**src/rtl/eforth_fetch_if.sv**
```systemverilog
// rtl/eforth_fetch_if.sv - program-memory read bus and instruction output stream of the fetch stage
interface eforth_fetch_if #(
  parameter int ASZ = 17,
  parameter int DSZ = 32
);
  logic           mem_re;
  logic [ASZ-1:0] mem_a;
  logic [7:0]     mem_d;
  logic           op_vld;
  logic           op_rdy;
  logic [7:0]     op;
  logic [DSZ-1:0] opnd;
  logic [ASZ-1:0] op_pc;

  modport master (
    output mem_re, mem_a, op_vld, op, opnd, op_pc,
    input  mem_d, op_rdy
  );

  modport slave (
    input  mem_re, mem_a, op_vld, op, opnd, op_pc,
    output mem_d, op_rdy
  );
endinterface

```
**src/rtl/eforth_fetch.sv**
```systemverilog
// rtl/eforth_fetch.sv - eForth bytecode fetch and predecode stage
module eforth_fetch #(
  parameter int         ASZ       = 17,
  parameter int         DSZ       = 32,
  parameter logic [7:0] OP_DOLIT  = 8'h02,
  parameter logic [7:0] OP_BRAN   = 8'h03,
  parameter logic [7:0] OP_0BRAN  = 8'h04,
  parameter logic [7:0] OP_DONEXT = 8'h05,
  parameter logic [7:0] OP_BYE    = 8'h7E
) (
  input  logic           clk,
  input  logic           rst_n,
  input  logic           start,
  input  logic [ASZ-1:0] pfa,
  input  logic           jmp,
  input  logic [ASZ-1:0] jaddr,
  output logic           busy,
  eforth_fetch_if.master bus
);

  typedef enum logic [1:0] {IDLE, OPC, OPND, HALT} state_t;

  localparam logic [DSZ-1:0] BR_MASK = DSZ'({ASZ{1'b1}});
  localparam logic [ASZ-1:0] ONE     = ASZ'(1);

  state_t         state, state_nx;
  logic [ASZ-1:0] pc;        // next read address
  logic [ASZ-1:0] paddr;     // address of the next byte to be parsed
  logic           infl;      // a read was issued last cycle, mem_d is live
  logic           skid_vld;
  logic [7:0]     skid;
  logic [2:0]     cnt;       // operand bytes still to come
  logic [1:0]     bidx;      // operand byte lane being filled
  logic           cur_br;
  logic [7:0]     cur_op;
  logic [ASZ-1:0] cur_pc;
  logic [DSZ-1:0] acc;
  logic           out_vld;
  logic [7:0]     out_op;
  logic [DSZ-1:0] out_opnd;
  logic [ASZ-1:0] out_pc;

  logic           active, blocked, byte_vld, is_lit, is_br, completes;
  logic           take, hold, load, halt_now, issue;
  logic [7:0]     byte_d;
  logic [DSZ-1:0] asm_val;

  // The skid byte is always older than anything on mem_d, so it parses first.
  assign active    = (state == OPC) || (state == OPND);
  assign blocked   = out_vld && !bus.op_rdy;
  assign byte_vld  = skid_vld || infl;
  assign byte_d    = skid_vld ? skid : bus.mem_d;
  assign is_lit    = (byte_d == OP_DOLIT);
  assign is_br     = (byte_d == OP_BRAN) || (byte_d == OP_0BRAN) || (byte_d == OP_DONEXT);
  assign completes = (state == OPC) ? !(is_lit || is_br) : (cnt == 3'd1);
  // Non-completing bytes may be parsed while the output is stalled; completing ones wait.
  assign take      = active && byte_vld && !jmp && !(blocked && completes);
  assign hold      = active && byte_vld && !jmp && !take;
  assign load      = take && completes;
  assign halt_now  = take && (state == OPC) && (byte_d == OP_BYE);
  assign issue     = active && !jmp && !blocked && !halt_now;
  assign asm_val   = acc | ({{(DSZ-8){1'b0}}, byte_d} << {bidx, 3'b000});

  assign bus.mem_re = issue;
  assign bus.mem_a  = pc;
  assign bus.op_vld = out_vld;
  assign bus.op     = out_op;
  assign bus.opnd   = out_opnd;
  assign bus.op_pc  = out_pc;
  assign busy       = (state != IDLE) || out_vld;

  // State register.
  always_ff @(posedge clk or negedge rst_n) begin
    if (!rst_n) state <= IDLE;
    else        state <= state_nx;
  end

  // Next state: redirect overrides everything, including IDLE and HALT.
  always_comb begin
    state_nx = state;
    case (state)
      IDLE: if (start) state_nx = OPC;
      OPC: begin
        if (halt_now)                  state_nx = HALT;
        else if (take && !completes)   state_nx = OPND;
      end
      OPND: if (take && completes)     state_nx = OPC;
      HALT: if (!blocked)              state_nx = IDLE;
      default: state_nx = IDLE;
    endcase
    if (jmp) state_nx = OPC;
  end

  // Read address, in-flight tracking and skid entry.
  always_ff @(posedge clk or negedge rst_n) begin
    if (!rst_n) begin
      pc       <= '0;
      paddr    <= '0;
      infl     <= 1'b0;
      skid_vld <= 1'b0;
      skid     <= '0;
    end else begin
      infl <= issue;
      if (jmp)                        pc <= jaddr;
      else if (state == IDLE && start) pc <= pfa;
      else if (issue)                 pc <= pc + ONE;

      if (jmp)                        paddr <= jaddr;
      else if (state == IDLE && start) paddr <= pfa;
      else if (take)                  paddr <= paddr + ONE;

      if (jmp || !active)             skid_vld <= 1'b0;
      else if (take && skid_vld)      skid_vld <= 1'b0;
      else if (hold && !skid_vld) begin
        skid_vld <= 1'b1;
        skid     <= bus.mem_d;
      end
    end
  end

  // Opcode latch and operand assembly.
  always_ff @(posedge clk or negedge rst_n) begin
    if (!rst_n) begin
      cur_op <= '0;
      cur_pc <= '0;
      cur_br <= 1'b0;
      acc    <= '0;
      cnt    <= '0;
      bidx   <= '0;
    end else if (take) begin
      if (state == OPC) begin
        cur_op <= byte_d;
        cur_pc <= paddr;
        cur_br <= is_br;
        acc    <= '0;
        bidx   <= '0;
        cnt    <= is_lit ? 3'd4 : (is_br ? 3'd3 : 3'd0);
      end else begin
        acc  <= asm_val;
        bidx <= bidx + 2'd1;
        cnt  <= cnt - 3'd1;
      end
    end
  end

  // Output register: loads a finished instruction, clears on accept or redirect.
  always_ff @(posedge clk or negedge rst_n) begin
    if (!rst_n) begin
      out_vld  <= 1'b0;
      out_op   <= '0;
      out_opnd <= '0;
      out_pc   <= '0;
    end else if (jmp) begin
      out_vld <= 1'b0;
    end else if (load) begin
      out_vld <= 1'b1;
      if (state == OPC) begin
        out_op   <= byte_d;
        out_opnd <= '0;
        out_pc   <= paddr;
      end else begin
        out_op   <= cur_op;
        out_opnd <= cur_br ? (asm_val & BR_MASK) : asm_val;
        out_pc   <= cur_pc;
      end
    end else if (out_vld && bus.op_rdy) begin
      out_vld <= 1'b0;
    end
  end

endmodule

```
**src/flat_wrapper.sv**
```systemverilog
// flat-port wrapper written by rule: the top's interface ports become plain ports
module eforth_fetch_flat 
#(
  parameter int         ASZ       = 17,
  parameter int         DSZ       = 32,
  parameter logic [7:0] OP_DOLIT  = 8'h02,
  parameter logic [7:0] OP_BRAN   = 8'h03,
  parameter logic [7:0] OP_0BRAN  = 8'h04,
  parameter logic [7:0] OP_DONEXT = 8'h05,
  parameter logic [7:0] OP_BYE    = 8'h7E
)
  (clk, rst_n, start, pfa, jmp, jaddr, busy, bus_mem_re, bus_mem_a, bus_op_vld, bus_op, bus_opnd, bus_op_pc, bus_mem_d, bus_op_rdy);
  eforth_fetch_if #(.ASZ(ASZ), .DSZ(DSZ)) bus_i ();
  input  logic clk;
  input  logic rst_n;
  input  logic start;
  input  logic [ASZ-1:0] pfa;
  input  logic jmp;
  input  logic [ASZ-1:0] jaddr;
  output logic busy;
  output wire logic [$bits(bus_i.mem_re)-1:0] bus_mem_re;
  output wire logic [$bits(bus_i.mem_a)-1:0] bus_mem_a;
  output wire logic [$bits(bus_i.op_vld)-1:0] bus_op_vld;
  output wire logic [$bits(bus_i.op)-1:0] bus_op;
  output wire logic [$bits(bus_i.opnd)-1:0] bus_opnd;
  output wire logic [$bits(bus_i.op_pc)-1:0] bus_op_pc;
  input wire logic [$bits(bus_i.mem_d)-1:0] bus_mem_d;
  input wire logic [$bits(bus_i.op_rdy)-1:0] bus_op_rdy;
  assign bus_mem_re = bus_i.mem_re;
  assign bus_mem_a = bus_i.mem_a;
  assign bus_op_vld = bus_i.op_vld;
  assign bus_op = bus_i.op;
  assign bus_opnd = bus_i.opnd;
  assign bus_op_pc = bus_i.op_pc;
  assign bus_i.mem_d = bus_mem_d;
  assign bus_i.op_rdy = bus_op_rdy;
  eforth_fetch #(.ASZ(ASZ), .DSZ(DSZ), .OP_DOLIT(OP_DOLIT), .OP_BRAN(OP_BRAN), .OP_0BRAN(OP_0BRAN), .OP_DONEXT(OP_DONEXT), .OP_BYE(OP_BYE)) u_core (.clk(clk), .rst_n(rst_n), .start(start), .pfa(pfa), .jmp(jmp), .jaddr(jaddr), .busy(busy), .bus(bus_i));
endmodule
```
**config.mk**
```make
export PLATFORM = sky130hd
export DESIGN_NAME = eforth_fetch_flat
export DESIGN_NICKNAME = d
export VERILOG_FILES = /design/src/rtl/eforth_fetch_if.sv /design/src/rtl/eforth_fetch.sv /design/src/flat_wrapper.sv
export SDC_FILE = /design/constraint.sdc
export NUM_CORES = 1
export LEC_CHECK = 0
export BUFFER_PORTS_ARGS = -buffer_cell sky130_fd_sc_hd__buf_2
export CAP_MARGIN = 30
export CORE_UTILIZATION = 60
export DETAILED_ROUTE_END_ITERATION = 8
export PLACE_DENSITY = 0.83
export SYNTH_ARGS = -nofsm -noshare
export SYNTH_HDL_FRONTEND = slang
export SYNTH_SLANG_ARGS = --single-unit
```
**constraint.sdc**
```tcl
create_clock -name clk -period 4.5 [get_ports clk]
set_input_delay 0.225 -clock clk [delete_from_list [all_inputs] [get_ports clk]]
set_output_delay 0.225 -clock clk [all_outputs]
set_load 0.01 [all_outputs]
```
==> metrics.yaml, run 1 <==
outcome: "completed"
grt_pass1_wl_mm: 31.45
period_minus_slack_ps: 3563
antenna_left: 0
fin_crit_sh: 0.7917
irDropWorstVdd_uv: 346.2
start_util: 0.6195
drc: 0
power.share.sequential: 0.409
comb_power_share: 0.353
synth-seq-cells: 167
antenna_cells: 0
path_buf_inv: 3
multi_input_comb_area_sq_um: 3767
path_class: "reg -> reg"
synth_warnings: 0
portBuffers: 123
path_cells: "inv_1, ha_4, inv_1, nor4_2, or4_4, buf_4, o21ai_0"
crit_path_max_fanout: 82
tns_ps: 0
die_w_microns: 119.2
final_common_cell: "dfrtp_1"
intPower_mw: 3.753
die_h_microns: 119.2
cpMaxStageDelayCell: "buf_4"
synthFlopType: "dfrtp_1"
synth_area_per_cell_sq_um: 10.19
hold_violations: 0
rows: 42
slew_viol_final: 0
layout-drive-gt1-share: 0.2497
drt-wirelength-per-cell_microns: 17.50
skew_ps: 5.868
nets: 955
start_kind: "register"
rsz0062_at_grt: "no"
max_stage_delay_ps: 650
total_power_mw: 5.994
grt_pass1_vias: 6083
finalSetupViolations: 0
p_leak_nw: 4.413
vias: 6768
yosysSeqAreaShare: 0.5074
ioPinCount: 124
slew_headroom: 0.3498
power.share.clock: 0.238
fmax_mhz: 280.7
min_path_type: "in -> reg"
end_kind: "register"
drtIter0Drc: 631
gr-total-overflow: 0
async_reset_ff_frac: 1.000
n_fill_cell: 973
seq_area_sq_um: 4179
area_growth_pct: 15.21
critPathMostFrequentCell: "inv_1"
root_buffer: "clkbuf_16"
dr.pass1.iters: 5
place_congestion: 0.8494
dpl.hpwl_mm: 12.52
clk_latency_ps: 430
coreArea_sq_um: 13300
wl_mm: 18.99
grt_usage: 0.2808
clk_path_buf_depth: 2
crit_family: "simple AND/OR/NAND/NOR gates"
p_switching_mw: 2.241
netlist_area_sq_um: 8237
cts_sinks: 167
dieArea_sq_um: 14200
clk_pin_slew_ps: 60
maxCapViolCount: 0
grt_start_max_net_pins: 98
tritoncts: "built"
ys_types: 59
required_ps: 4780
power.density_nw_per_um2: 631.6
postSynthCellCount: 808
cts-resized-gates: 0
worst_pin_slew_ps: 971.7
syn_nets: 863
cts_htree_levels: 4
via_per_inst: 6.238
arrival_ps: 3840
final_cell_mix: "167 x dfrtp_1, 122 x buf_2, 101 x nand2_1"
grt_antenna_before_repair: 0
synth-edff-count: 0
switching_share: 0.3739
cts_buffers: 17
registers in the layout (all words and copies together) (netlist names):
name	count
u_core.skid	8
u_core.acc	32
u_core.bus.mem_a	17
u_core.bidx	2
u_core.bus.op_pc	17
u_core.cur_pc	17
u_core.cur_op	8
u_core.infl	1
u_core.cur_br	1
u_core.skid_vld	1
u_core.bus.op	8
u_core.cnt	3
u_core.paddr	17
u_core.bus.op_vld	1
u_core.state	2
u_core.bus.opnd	32
worst paths after layout:
kind                                    start            endpoint  slack, ps  depth (start not counted)
setup / recovery              u_core.state[1]    u_core.bus.op[0]        940                          7
hold / removal                   bus_mem_d[6]      u_core.skid[6]         70                          2
setup reg to reg              u_core.state[1]    u_core.bus.op[0]        940                          7
hold reg to reg            u_core.bus.opnd[9]  u_core.bus.opnd[9]        470                          2
max in group asynchronous               rst_n     u_core.paddr[6]       3010                          3
min in group asynchronous               rst_n      u_core.acc[28]        460                          2
metal layers:
| layer | routed length (microns) | global-route usage |
|---|---|---|
| met3 | 1156 | 0.05220 |
| met4 | 352 | 0.1005 |
| met1 | 9261 | 0.4441 |
| met2 | 8219 | 0.3819 |
| met5 | 0 | 0 |
timing repair:
| item | CTS | global route |
|---|---|---|
| endpoints found under the hold margin | 95 | 0 |
| buffers inserted | 0 | 0 |
| hold buffers | 1 | 0 |
cell usage after synthesis (17+ instances only):
cell | number | area [sq um]
nand2_1 | 101 | 379.1
a31oi_1 | 20 | 125.1
mux2i_1 | 26 | 260.3
clkbuf_1 | 34 | 127.6
a21oi_1 | 72 | 360.4
nor2_1 | 33 | 123.9
nand3_1 | 19 | 95.09
a22oi_1 | 26 | 195.2
o31ai_1 | 44 | 330.3
o21ai_1 | 26 | 130.1
buf_2 | 17 | 85.08
mux2_2 | 37 | 416.7
dfrtp_1 | 167 | 4179
o21ai_0 | 37 | 185.2
final cells by class:
cell class	instances	share of cell area
Multi-Input combinational cell	565	0.3970
Timing Repair Buffer	133	0.07371
Clock inverter	10	0.01411
Inverter	16	0.006329
Sequential cell	167	0.4404
Tap cell	176	0.02321
Clock buffer	18	0.04523
per-stage QoR:
| step | cells | hold WS (ps) | util | area [sq um] | setup WS, ps |
|---|---|---|---|---|---|
| floorplan | 808 | -70.59 | - | 8237 | 2260 |
| detailed placement | 1055 | 369.6 | 0.6701 | 8909 | 952.6 |
| CTS | 1084 | 52.61 | 0.7132 | 9482 | 903.0 |
| finish | 1085 | 67.86 | 0.7137 | 9489 | 937.4 |
| global placement | 1054 | 369.2 | 0.6695 | 8901 | 1116 |
| global route | 1085 | 58.56 | 0.7137 | 9489 | 627.2 |
kinds of logic after synthesis:
logic type,synth area share
compound gates,0.2353
xor+xnor,0.002127
buf+inv,0.04041
fa+ha+maj,0.01215
mux,0.08400
simple gates,0.1186
flops,0.5074
power groups by stage:
stage	combinational, mW	clock (mW)	sequential, mW
floorplan	1.42	0	2.48
CTS	2.12	1.45	2.45
finish	2.12	1.43	2.45
detailed placement	2.09	0	2.47
global placement	2.03	0	2.45
global route	2.34	1.51	2.53
No activity file was read; power rests on OpenSTA's default activity.
==> run 2: changes to the inputs <==
--- a/config.mk
+++ b/config.mk
@@ -5,11 +5,12 @@
 export SDC_FILE = /design/constraint.sdc
 export NUM_CORES = 1
 export LEC_CHECK = 0
+export ABC_AREA = 1
 export BUFFER_PORTS_ARGS = -buffer_cell sky130_fd_sc_hd__buf_2
 export CAP_MARGIN = 30
-export CORE_UTILIZATION = 60
+export CORE_UTILIZATION = 58
 export DETAILED_ROUTE_END_ITERATION = 8
-export PLACE_DENSITY = 0.83
+export PLACE_DENSITY = 0.81
 export SYNTH_ARGS = -nofsm -noshare
 export SYNTH_HDL_FRONTEND = slang
 export SYNTH_SLANG_ARGS = --single-unit
==> constraint.sdc (replaced) <==
create_clock -name clk -period 3.5 [get_ports clk]
set_input_delay 0.175 -clock clk [delete_from_list [all_inputs] [get_ports clk]]
set_output_delay 0.175 -clock clk [all_outputs]
set_load 0.01 [all_outputs]
==> metrics.yaml, run 2 <==
drt-wirelength-per-cell_microns: 14.49
critPathMostFrequentCell: "nand2_1"
crit_path_max_fanout: 72
grt_util_met3: 0.05028
switching_share: 0.4079
vias: 7524
yosysSeqAreaShare: 0.4919
ys_types: 34
tns_ps: 0
fin_crit_sh: 0.8662
outcome: "completed"
path_cells: "inv_2, nand2_1, nand2_1, nor2_1, nand2_1, nand2_1, nand2_1, nand3_1, nand2_2, nand2_4, nand2_4, inv_2, buf_12, nand2_1, nand2_1, o21ai_0"
path_class: "reg -> reg"
power.share.clock: 0.228
hold-worst-slack_ps: 25.37
tritoncts: "built"
slew_headroom: 0.3714
antenna_cells: 0
comb_power_share: 0.381
layout-drive-gt1-share: 0.1501
grt_antenna_before_repair: 0
fmax_mhz: 329.8
grtUsageMet1: 0.4214
dieArea_sq_um: 15140
clk_pin_slew_ps: 60
die_w_microns: 123.0
final_common_cell: "nand2_1"
async_reset_ff_frac: 1.000
grt_start_max_net_pins: 92
slew_viol_final: 0
required_ps: 3770
yosysTopAreaCell: "dfrtp_1"
cts_sinks: 167
synthTopCellsByCount: "393 x nand2_1, 167 x dfrtp_1, 111 x o21ai_0"
start_kind: "register"
die_h_microns: 123.0
rows: 43
ioPinCount: 124
cts_buffers: 17
clk_path_buf_depth: 2
cts_htree_levels: 4
worst_pin_slew_ps: 941.9
use_met2: 0.4178
top_usage_layer: "met1"
syn_nets: 1153
grt_usage: 0.2806
maxCapViolCount: 0
netlist.area_leader.share: 0.4919
nets: 1248
grt_pass1_vias: 6738
end_kind: "register"
dpl.hpwl_mm: 13.68
skew_ps: 11.64
dr.pass1.iters: 5
rsz0062_at_grt: "no"
synth_area_per_cell_sq_um: 7.737
p_leak_nw: 4.966
dpl_cell_area_sq_um: 9106
drc: 0
p_switching_mw: 3.477
start_util: 0.6027
power.density_nw_per_um2: 875.9
synth.area.top_cells: "dfrtp_1 49%, nand2_1 17%, o21ai_0 6.5%, inv_1 3.6%, nand3_1 3.5%"
min_path_type: "in -> reg"
irDropWorstVdd_uv: 451.2
gr-total-overflow: 0
synthFlopType: "dfrtp_1"
netlist_area_sq_um: 8496
final_cell_mix: "392 x nand2_1, 167 x dfrtp_1, 122 x buf_2"
wl_mm: 20.09
via_per_inst: 5.429
coreArea_sq_um: 14100
area_growth_pct: 14.54
clk_latency_ps: 430
path_buf_inv: 3
grt_pass1_wl_mm: 33.04
place_congestion: 0.8885
antenna_left: 0
root_buffer: "clkbuf_16"
postSynthCellCount: 1098
portBuffers: 123
synth_most_common_cell: "nand2_1"
finalSetupViolations: 0
crit_family: "simple AND/OR/NAND/NOR gates"
synth-seq-cells: 167
intPower_mw: 5.046
power.share.sequential: 0.391
synth-edff-count: 0
hold_violations: 0
fin_area_sq_um: 9731
arrival_ps: 3300
cpMaxStageDelayCell: "dfrtp_1"
synth_warnings: 0
drtIter0Drc: 725
max_stage_delay_ps: 660
period_minus_slack_ps: 3032
postCtsSetupRepairBufs: 0
run 2: cell count changes in the layout (fill, tap and decap cells not counted), moves of 15 or more:
| cell | delta |
|---|---|
| nand2_1 | +291 |
| o21ai_0 | +74 |
| inv_1 | +66 |
| nand3_1 | +40 |
| mux2_2 | -37 |
| nor2_1 | +34 |
| o31ai_1 | -28 |
| a22oi_1 | -26 |
| mux2i_1 | -26 |
| a21oi_1 | -23 |
| o41ai_2 | -15 |
run 2: area by class of cell:
cell class / count / area [sq um]
Timing Repair Buffer: 137 / 742.0
Sequential cell: 167 / 4179
Clock buffer: 25 / 495.5
Fill cell: 1171 / 4365
Inverter: 86 / 322.8
Multi-Input combinational cell: 784 / 3650
Tap cell: 180 / 225.2
Clock inverter: 7 / 116.4
run 2: timing repair:
action                                  CTS  global route
endpoints found under the hold margin    87             0
endpoints found under the setup margin    0             5
hold buffers                              1             0
gates resized for setup                   0             1
run 2: logic make-up (layout without fill, tap and decap cells):
| family | count (synthesis) | in the layout | synth area share |
|---|---|---|---|
| AO/OA/AOI/OAI | 210 | 210 | 0.1348 |
| XOR/XNOR | 19 | 19 | 0.01959 |
| adder cells (fa/ha/maj) | 8 | 8 | 0.01178 |
| buffers and inverters | 147 | 255 | 0.07968 |
| flip-flops | 167 | 167 | 0.4919 |
| AND/OR/NAND/NOR | 547 | 547 | 0.2623 |
run 2: final timing paths:
check                                    startpoint              endpoint  slack, ps  cells past startpoint
worst max-delay path                u_core.skid_vld       u_core.paddr[8]        470                     16
worst min-delay path                   bus_mem_d[2]        u_core.skid[2]         30                      3
worst max register to register      u_core.skid_vld       u_core.paddr[8]        470                     16
worst min register to register  u_core.bus.op_pc[2]   u_core.bus.op_pc[2]        470                      2
max in group asynchronous                     rst_n  u_core.bus.op_pc[11]       2290                      3
min in group asynchronous                     rst_n        u_core.acc[27]        370                      2
run 2: routing by layer:
metal | up-vias | share of wire | wire [microns]
met2 | 313 | 0.45 | 9019
met3 | 30 | 0.069 | 1387
met5 | - | 0 | 0
met1 | 3463 | 0.47 | 9406
li1 | 3718 | - | -
met4 | 0 | 0.014 | 272
run 2: power groups by stage:
stage | sequential [mW] | clock, mW | combinational, mW
final | 3.33 | 1.94 | 3.25
after global routing | 3.42 | 2.04 | 3.70
after CTS | 3.31 | 1.95 | 3.25
after detailed placement | 3.33 | 0 | 3.22
after global placement | 3.31 | 0 | 3.11
after floorplan | 3.35 | 0 | 2.18
run 2: through the flow:
step	setup slack, ps	power, mW	util	cells
global route	186.6	9.161	0.6903	1386
finish	468.2	8.523	0.6903	1386
floorplan	1528	5.533	-	1098
global placement	539.2	6.419	0.6460	1353
CTS	333.9	8.510	0.6901	1386
detailed placement	397.4	6.554	0.6460	1353
run 2: worst register-to-register path: cells and delay by family (launching register included):
| family | cells | cell delay [ps] |
|---|---|---|
| AO/OA/AOI/OAI | 1 | 100 |
| buffers and inverters | 3 | 790 |
| flip-flops | 1 | 660 |
| AND/OR/NAND/NOR | 12 | 1350 |
